===== src/rtl/wb_writer_pkg.sv =====
`default_nettype none
// ============================================================================
// Module   : wb_writer_pkg
// Brief    : Shared widths, constants and queue-entry type for the
//            write-back stage.
// Revision : 1.0 - initial release
// ============================================================================
package wb_writer_pkg;

    localparam int XLEN = 32;
    localparam int AW   = 5;

    // Register x0 is hard-wired; writes to it are dropped and it is never busy.
    localparam logic [AW-1:0] REG_ZERO = '0;

    // One completed instruction waiting to retire.
    typedef struct packed {
        logic [AW-1:0]   rd;
        logic [XLEN-1:0] data;
        logic            is_load;
        logic            dvalid;
    } wb_entry_t;

endpackage
`default_nettype wire


===== src/rtl/wb_queue.sv =====
`default_nettype none
// ============================================================================
// Module   : wb_queue
// Brief    : In-order circular buffer of retiring results with a head pointer
//            for retire, a tail pointer for push and an in-order fill pointer
//            that steers returning load data to the oldest waiting load.
// Revision : 1.0 - initial release
// ============================================================================
module wb_queue
    import wb_writer_pkg::*;
#(
    parameter int DEPTH = 4
) (
    input  logic             clk,
    input  logic             reset,
    input  logic             i_push,
    input  wb_entry_t        i_push_entry,
    input  logic             i_pop,
    input  logic             i_fill,
    input  logic [XLEN-1:0]  i_fill_data,
    output logic             o_fill_avail,
    output logic             o_ready,
    output logic             o_empty,
    output logic             o_head_ready,
    output logic [AW-1:0]    o_head_rd,
    output logic [XLEN-1:0]  o_head_data,
    output logic [DEPTH-1:0] o_valid,
    output logic [AW-1:0]    o_rd [DEPTH]
);

    localparam int                c_ptr_w    = $clog2(DEPTH);
    localparam logic [c_ptr_w:0]  c_full_cnt = (c_ptr_w + 1)'(DEPTH);

    logic [c_ptr_w-1:0] r_head;
    logic [c_ptr_w-1:0] r_tail;
    logic [c_ptr_w:0]   r_count;
    logic [DEPTH-1:0]   r_valid;
    wb_entry_t          r_mem [DEPTH];

    logic [c_ptr_w-1:0] w_fill_idx;
    logic [c_ptr_w-1:0] w_scan_idx;
    logic               w_fill_found;
    logic               w_push;
    logic               w_pop;
    logic               w_fill_do;

    assign o_ready      = (r_count < c_full_cnt);
    assign o_empty      = (r_count == '0);
    assign o_head_ready = r_valid[r_head] && r_mem[r_head].dvalid;
    assign o_head_rd    = r_mem[r_head].rd;
    assign o_head_data  = r_mem[r_head].data;
    assign o_valid      = r_valid;
    assign o_fill_avail = w_fill_found;

    // Accept only when there is room and only retire an entry that is complete.
    assign w_push    = i_push && o_ready;
    assign w_pop     = i_pop && o_head_ready;
    assign w_fill_do = i_fill && w_fill_found;

    // Fill pointer: oldest queued load still waiting for data, scanning from head.
    always_comb begin
        w_fill_idx   = r_head;
        w_scan_idx   = r_head;
        w_fill_found = 1'b0;
        for (int k = 0; k < DEPTH; k++) begin
            w_scan_idx = r_head + c_ptr_w'(k);
            if (!w_fill_found && r_valid[w_scan_idx] &&
                r_mem[w_scan_idx].is_load && !r_mem[w_scan_idx].dvalid) begin
                w_fill_found = 1'b1;
                w_fill_idx   = w_scan_idx;
            end
        end
    end

    // Pointer, occupancy and valid-bit bookkeeping.
    always_ff @(posedge clk) begin
        if (reset) begin
            r_head  <= '0;
            r_tail  <= '0;
            r_count <= '0;
            r_valid <= '0;
        end else begin
            if (w_push) begin
                r_tail          <= r_tail + 1'b1;
                r_valid[r_tail] <= 1'b1;
            end
            if (w_pop) begin
                r_head          <= r_head + 1'b1;
                r_valid[r_head] <= 1'b0;
            end
            r_count <= r_count + {{c_ptr_w{1'b0}}, w_push} - {{c_ptr_w{1'b0}}, w_pop};
        end
    end

    // Entry payload storage; a fill never targets the slot being pushed.
    always_ff @(posedge clk) begin
        if (w_push) begin
            r_mem[r_tail] <= i_push_entry;
        end
        if (w_fill_do) begin
            r_mem[w_fill_idx].data   <= i_fill_data;
            r_mem[w_fill_idx].dvalid <= 1'b1;
        end
    end

    generate
        for (genvar g = 0; g < DEPTH; g++) begin : g_rd_out
            assign o_rd[g] = r_mem[g].rd;
        end
    endgenerate

endmodule
`default_nettype wire


===== src/rtl/wb_writer.sv =====
`default_nettype none
// ============================================================================
// Module   : wb_writer
// Brief    : Write-back stage. Queues execute results in program order,
//            merges in-order load data, issues one register-file write per
//            retired entry and exports a busy scoreboard for hazard checks.
// Revision : 1.0 - initial release
// ============================================================================
module wb_writer
    import wb_writer_pkg::*;
#(
    parameter int DEPTH = 4
) (
    input  logic            clk,
    input  logic            reset,
    input  logic            in_valid,
    output logic            in_ready,
    input  logic [AW-1:0]   in_rd,
    input  logic [XLEN-1:0] in_data,
    input  logic            in_is_load,
    input  logic            mem_rsp_valid,
    input  logic [XLEN-1:0] mem_rsp_data,
    output logic            wr_en,
    output logic [AW-1:0]   wr_addr,
    output logic [XLEN-1:0] wr_data,
    input  logic [AW-1:0]   q_rs1,
    input  logic [AW-1:0]   q_rs2,
    output logic            rs1_busy,
    output logic            rs2_busy,
    output logic            empty,
    output logic            rsp_err
);

    wb_entry_t        w_push_entry;
    logic             w_fill_avail;
    logic             w_q_empty;
    logic             w_head_ready;
    logic [AW-1:0]    w_head_rd;
    logic [XLEN-1:0]  w_head_data;
    logic [DEPTH-1:0] w_valid;
    logic [AW-1:0]    w_rd [DEPTH];
    logic             w_hit1;
    logic             w_hit2;

    // Loads enter with no data; their payload arrives later through the fill port.
    always_comb begin
        w_push_entry.rd      = in_rd;
        w_push_entry.data    = in_is_load ? '0 : in_data;
        w_push_entry.is_load = in_is_load;
        w_push_entry.dvalid  = !in_is_load;
    end

    wb_queue #(
        .DEPTH (DEPTH)
    ) u_queue (
        .clk          (clk),
        .reset        (reset),
        .i_push       (in_valid),
        .i_push_entry (w_push_entry),
        .i_pop        (w_head_ready),
        .i_fill       (mem_rsp_valid),
        .i_fill_data  (mem_rsp_data),
        .o_fill_avail (w_fill_avail),
        .o_ready      (in_ready),
        .o_empty      (w_q_empty),
        .o_head_ready (w_head_ready),
        .o_head_rd    (w_head_rd),
        .o_head_data  (w_head_data),
        .o_valid      (w_valid),
        .o_rd         (w_rd)
    );

    // Retire register: one write per completed head entry, none for x0.
    always_ff @(posedge clk) begin
        if (reset) begin
            wr_en   <= 1'b0;
            wr_addr <= '0;
            wr_data <= '0;
        end else if (w_head_ready) begin
            wr_en   <= (w_head_rd != REG_ZERO);
            wr_addr <= w_head_rd;
            wr_data <= w_head_data;
        end else begin
            wr_en   <= 1'b0;
        end
    end

    // Sticky flag for a load response that had no waiting load to land in.
    always_ff @(posedge clk) begin
        if (reset) begin
            rsp_err <= 1'b0;
        end else if (mem_rsp_valid && !w_fill_avail) begin
            rsp_err <= 1'b1;
        end
    end

    // Scoreboard: a register is busy while queued or while its write is on the port.
    always_comb begin
        w_hit1 = wr_en && (wr_addr == q_rs1);
        w_hit2 = wr_en && (wr_addr == q_rs2);
        for (int k = 0; k < DEPTH; k++) begin
            if (w_valid[k] && (w_rd[k] == q_rs1)) w_hit1 = 1'b1;
            if (w_valid[k] && (w_rd[k] == q_rs2)) w_hit2 = 1'b1;
        end
    end

    assign rs1_busy = (q_rs1 != REG_ZERO) && w_hit1;
    assign rs2_busy = (q_rs2 != REG_ZERO) && w_hit2;
    assign empty    = w_q_empty && !wr_en;

endmodule
`default_nettype wire


===== config.mk =====
export PLATFORM = sky130hd
export DESIGN_NAME = wb_writer
export DESIGN_NICKNAME = d
export VERILOG_FILES = /design/src/rtl/wb_writer_pkg.sv /design/src/rtl/wb_queue.sv /design/src/rtl/wb_writer.sv
export SDC_FILE = /design/constraint.sdc
export NUM_CORES = 1
export LEC_CHECK = 0
export ABC_AREA = 1
export CAP_MARGIN = 25
export CORE_MARGIN = 2
export CORE_UTILIZATION = 30
export DETAILED_ROUTE_END_ITERATION = 8
export HOLD_SLACK_MARGIN = 0.12
export SLEW_MARGIN = 20
export SYNTH_ARGS = -nofsm -noshare
export SYNTH_HDL_FRONTEND = slang
export SYNTH_SLANG_ARGS = --single-unit

===== constraint.sdc =====
create_clock -name clk -period 5.6 [get_ports clk]
set_clock_uncertainty 0.05 [all_clocks]
set_input_delay 1.4 -clock clk [delete_from_list [all_inputs] [get_ports clk]]
set_output_delay 1.4 -clock clk [all_outputs]
set_load 0.1 [all_outputs]

# Yosys cells after proc, flatten, opt, wreduce, memory -nomap -nowiden
# Memory sizes are Yosys's and may differ from the RTL's. A register that Yosys moved wholly into a read port is not among the register bits.
# Index checks and enable logic that the tools add are counted.
# classes
n_bitwise,4
add_sub_neg,6
muxes,37
magnitude_cmp,8
reduce_logical,45
n_eq_ne,10
# op_table
operator,n
$eq A5 B5 Y1,10
$mux W32,1
$logic_and A1 B1 Y1,30
$mux W1,22
$lt A2 B3 Y1 const B,5
$reduce_bool A5 Y1,3
$mux W4,3
$logic_not A1 Y1,10
$mux W2,5
$bmux W1 S2,4
$add A2 B1 Y2 const B,2
$add A2 B2 Y2 const B,2
$and A4 B4 Y4,1
$demux W1 S2,2
$ge A2 B1 Y1 const B,2
$not A4 Y4,1
$or A4 B4 Y4,1
$add A3 B1 Y3,1
$logic_not A3 Y1,1
$lt A3 B3 Y1 const B,1
$sub A3 B1 Y3,1
$reduce_or A2 Y1,1
$not A1 Y1,1
# word_totals
ramBits,156
memories,1
elab_cells,119
ff_bits,50
# mem_list
name,words,word_bits,rd,rd_ports_with_merged_regs,write_ports,line,rtl
u_queue.r_mem,4,39,8,1,2,wb_queue.sv:38,wb_entry_t r_mem [DEPTH];

# Longest topological paths before layout
# logic_depth
ltp_word,23
ltp_mapped,17
ltp_nobuf,15

# Hierarchy
# From an unflattened synthesis, not the netlist that was laid out.
# unflattened
hier_cells,1645
area_unflattened_um2,12209.2
# modules_own_cells
mod,area_per_inst_um2,cells_each,n_inst
wb_queue,9764.4,1200,1
wb_writer,2444.8,445,1

# Least setup slack after synthesis
# Ideal clock, no wire load.
# synth_path
kind,input to output
start,in q_rs2[3]
end,out rs2_busy
required_ps,4150
cell_stages,7
path_buffers,1
slack_ps,531
arrival_time_ps,3619
cell_sequence,clkbuf_1 inv_1 a221oi_1 nand3_1 nand2_1 nor2_1 a21oi_1
# synth_via
elab_chain_cells,7
word_cells_on_any_way,16
classes_between,eq/ne: 5; mux: 4; reduce/logical: 7
# synth_lines
item,line,rtl
from (decl),wb_writer.sv:27,"input logic [AW-1:0] q_rs2,"
"$eq A5 B5 Y1, on equally long branches","wb_writer.sv:100, wb_writer.sv:103",
"$logic_and A1 B1 Y1, on equally long branches","wb_writer.sv:100, wb_writer.sv:103",
$mux W1 (4 in series),wb_writer.sv:103,if (w_valid[k] && (w_rd[k] == q_rs2)) w_hit2 = 1'b1;
$logic_and A1 B1 Y1 (*),wb_writer.sv:108,assign rs2_busy = (q_rs2 != REG_ZERO) && w_hit2;
to (decl),wb_writer.sv:29,"output logic rs2_busy,"
# Every way passes the cells marked *; elsewhere a longest branch is shown, timed or not.

# Final worst setup path
# layout_path
start,in q_rs2[1]
end,out rs2_busy
# Same word-level chain as after synthesis.

==> results.cfg <==
[status]
run_status = finished, final reports clean

[final_layout]
layout_common_cells = sky130_fd_sc_hd__nand2_1, sky130_fd_sc_hd__nor2_1, sky130_fd_sc_hd__edfxtp_1
nNetsFinal = 1625
drive_gt1_frac = 0.0602
finalCoreUtilization = 0.362
diodes = 0
layout-area-overhead-vs-synth_pct = 19.8
fillCellCount = 4053
count_of_placed_standard_cells_in_the_final_layout_fillers_left_out = 2064
layout_commonest_cell = sky130_fd_sc_hd__nand2_1
final_area_um2 = 13900

[yosys]
netlist_area_um2 = 11600
post_synth_num_cell_types = 39
synth_fp_nets = 1563
synth-seq-area-share = 0.490
yosysWarningCount = 0
syn_avg_cell_area_um2 = 7.91
ys_seq_elements = 208
postSynthCellCount = 1468

[detailed_routing]
routed-via-count = 10822
drt-wirelength-per-cell_um = 18.9
drt_pass1_iterations = 5
drt_wl_total_um = 38900
vias_per_cell = 5.24
detail_route.drc_violations = 0
route.antenna.remaining_nets = 0
drt-initial-drc-count = 757

[floorplanning]
design.core.area_um2 = 38400
die_area_um2 = 40300
fp.dieH_um = 201
die-width_um = 201
start_util = 0.302
design.portCount = 127
floorplan.rows = 72

[timing]
hold_viol = 0
final_setup_fails = 0
slew_viol_final = 0
slew-limit-headroom = 0.281
maxClockFrequency_ghz = 0.213
finalCriticalPeriod_ps = 4700
rsz0062_at_grt = no
worst_slack_ps = 896
finalSetupTns_ps = 0
post-route-period-util = 0.840
worstMarginPinSlew_ps = 1080
hold_ws_ps = 400

[clock_tree]
clock_tree.root_cell = sky130_fd_sc_hd__clkbuf_16
cts_buffers = 24
clock_sinks = 208
cts_max_level = 1
cts_tree = built
clk_pin_slew_ps = 60
holdBufCountCts = 0
clock_tree.buffer_depth = 3
post_cts_resized = 0
cts.repair_timing.setup_buffer_count = 0
worst_skew_pair.late_latency_ps = 520

[place]
place_ws_ps = 914
placed_cells_incl_taps = 2022
dpl-instance-area_um2 = 13200
post-dp-hpwl_um = 23700
routability_congestion_estimate_from_global_placement = 0.841
io_buffer_count = 126

[worst_setup_path]
crit_path_max_fanout = 6
path_class = input port to output pin
worst-endpoint-arrival_ps = 3250
timing.critical_path.max_delay_family = buffers and inverters
crit_path_cells = clkdlybuf4s50_1 > inv_1 > a221oi_1 > nand4_1 > nand3_1 > nor2_1 > a21oi_1 > buf_4
cp_slowest_stage_delay_ps = 610
critical_path.endpoint_type = output pin
crit_slowest_cell = sky130_fd_sc_hd__clkdlybuf4s50_1
critical_path_required_ps = 4150
critPathBufInv = 3
cp-start-kind = input port

[grt]
grt_pass1_wl_um = 60100
number_of_global_route_vias_before_repair = 10534
globalRouteTotalUtil = 0.188
grt-ovfl-total = 0
grt_max_degree = 84
grt_antenna_before_repair = 0

[job]
maxCapViolCount = 0

[pwr]
peakVddDrop_mv = 0.310
total_power_mw = 7.30
leakage_nw = 5.55
power.density_nw_per_um2 = 525

[hold_path]
min_path_type = flop to flop
==> area by class of cell <==
| type | instances | area [µm²] | area share |
|---|---|---|---|
| clock buffers | 30 | 644 | 0.0463 |
| clock inverters | 12 | 76.3 | 0.00549 |
| inverters | 68 | 255 | 0.0184 |
| multi-input cells | 1077 | 5140 | 0.369 |
| flip-flops and latches | 208 | 5690 | 0.409 |
| well taps | 518 | 648 | 0.0466 |
| repair buffers | 151 | 1460 | 0.105 |
==> final timing paths <==
kind	start	to	slack (ps)	cells after the start
worst min-delay path	rsp_err	rsp_err	400	2
worst min register to register	rsp_err	rsp_err	400	2
worst max register to register	u_queue.r_head[0]	u_queue.r_mem[0][27]	1600	14
worst max-delay path	q_rs2[1]	rs2_busy	900	8
==> cells by family (layout without fill, tap and decap cells) <==
family                   after synthesis  after routing  synth area share
flip-flops                           208            208             0.490
AND/OR/NAND/NOR                      828            828             0.309
XOR/XNOR                              13             13           0.00981
AO/OA/AOI/OAI                        225            225             0.109
buffers and inverters                183            261            0.0700
adder cells (fa/ha/maj)               11             11            0.0125
==> synth_stat cells (all sizes together) <==
cell / count / area, µm²
nand3: 24 / 145
a21oi: 30 / 161
edfxtp: 152 / 4560
a31oi: 32 / 200
clkinv: 2 / 7.51
fa: 1 / 20.0
inv: 66 / 248
a21boi: 1 / 7.51
nand2: 377 / 1430
ha: 10 / 125
o211ai: 6 / 45.0
xor2: 10 / 87.6
clkbuf: 50 / 188
o2111ai: 2 / 17.5
buf: 65 / 369
nor2: 284 / 1100
a221oi: 11 / 96.3
a211oi: 1 / 7.51
nor3: 5 / 30.0
o21a: 1 / 7.51
nor4: 2 / 12.5
nand3b: 1 / 7.51
dfxtp: 56 / 1120
nand4: 135 / 857
xnor2: 3 / 26.3
o22ai: 16 / 100
o21ai: 125 / 626
==> tightest hold or removal path, cell delays in order, from the launching register on <==
cell and delay [ps]:
sky130_fd_sc_hd__dfxtp_1 310, sky130_fd_sc_hd__inv_1 50, sky130_fd_sc_hd__a21oi_1 50
==> registers in the layout, indices dropped and copies added, names as in the netlist, named ones only <==
signal	cells
rsp_err	1
u_queue.o_valid	4
u_queue.r_count	3
u_queue.r_head	2
u_queue.r_mem	156
u_queue.r_tail	2
wr_addr	5
wr_data	32
wr_en	1
==> routing by layer <==
layer | routed length, µm | up-vias | track usage
li1 | - | 5155 | -
met1 | 16500 | 5077 | 0.246
met2 | 18500 | 497 | 0.322
met3 | 2810 | 93 | 0.0231
met4 | 1050 | 0 | 0.0624
met5 | 0 | - | 0
==> power by group <==
part	internal [mW]	switching, mW	leakage, nW
combinational	0.802	2.79	3.29
clock	0.853	0.612	0.355
sequential	2.02	0.231	1.91
total	3.68	3.63	5.55
(Power assumes the default switching activity.)
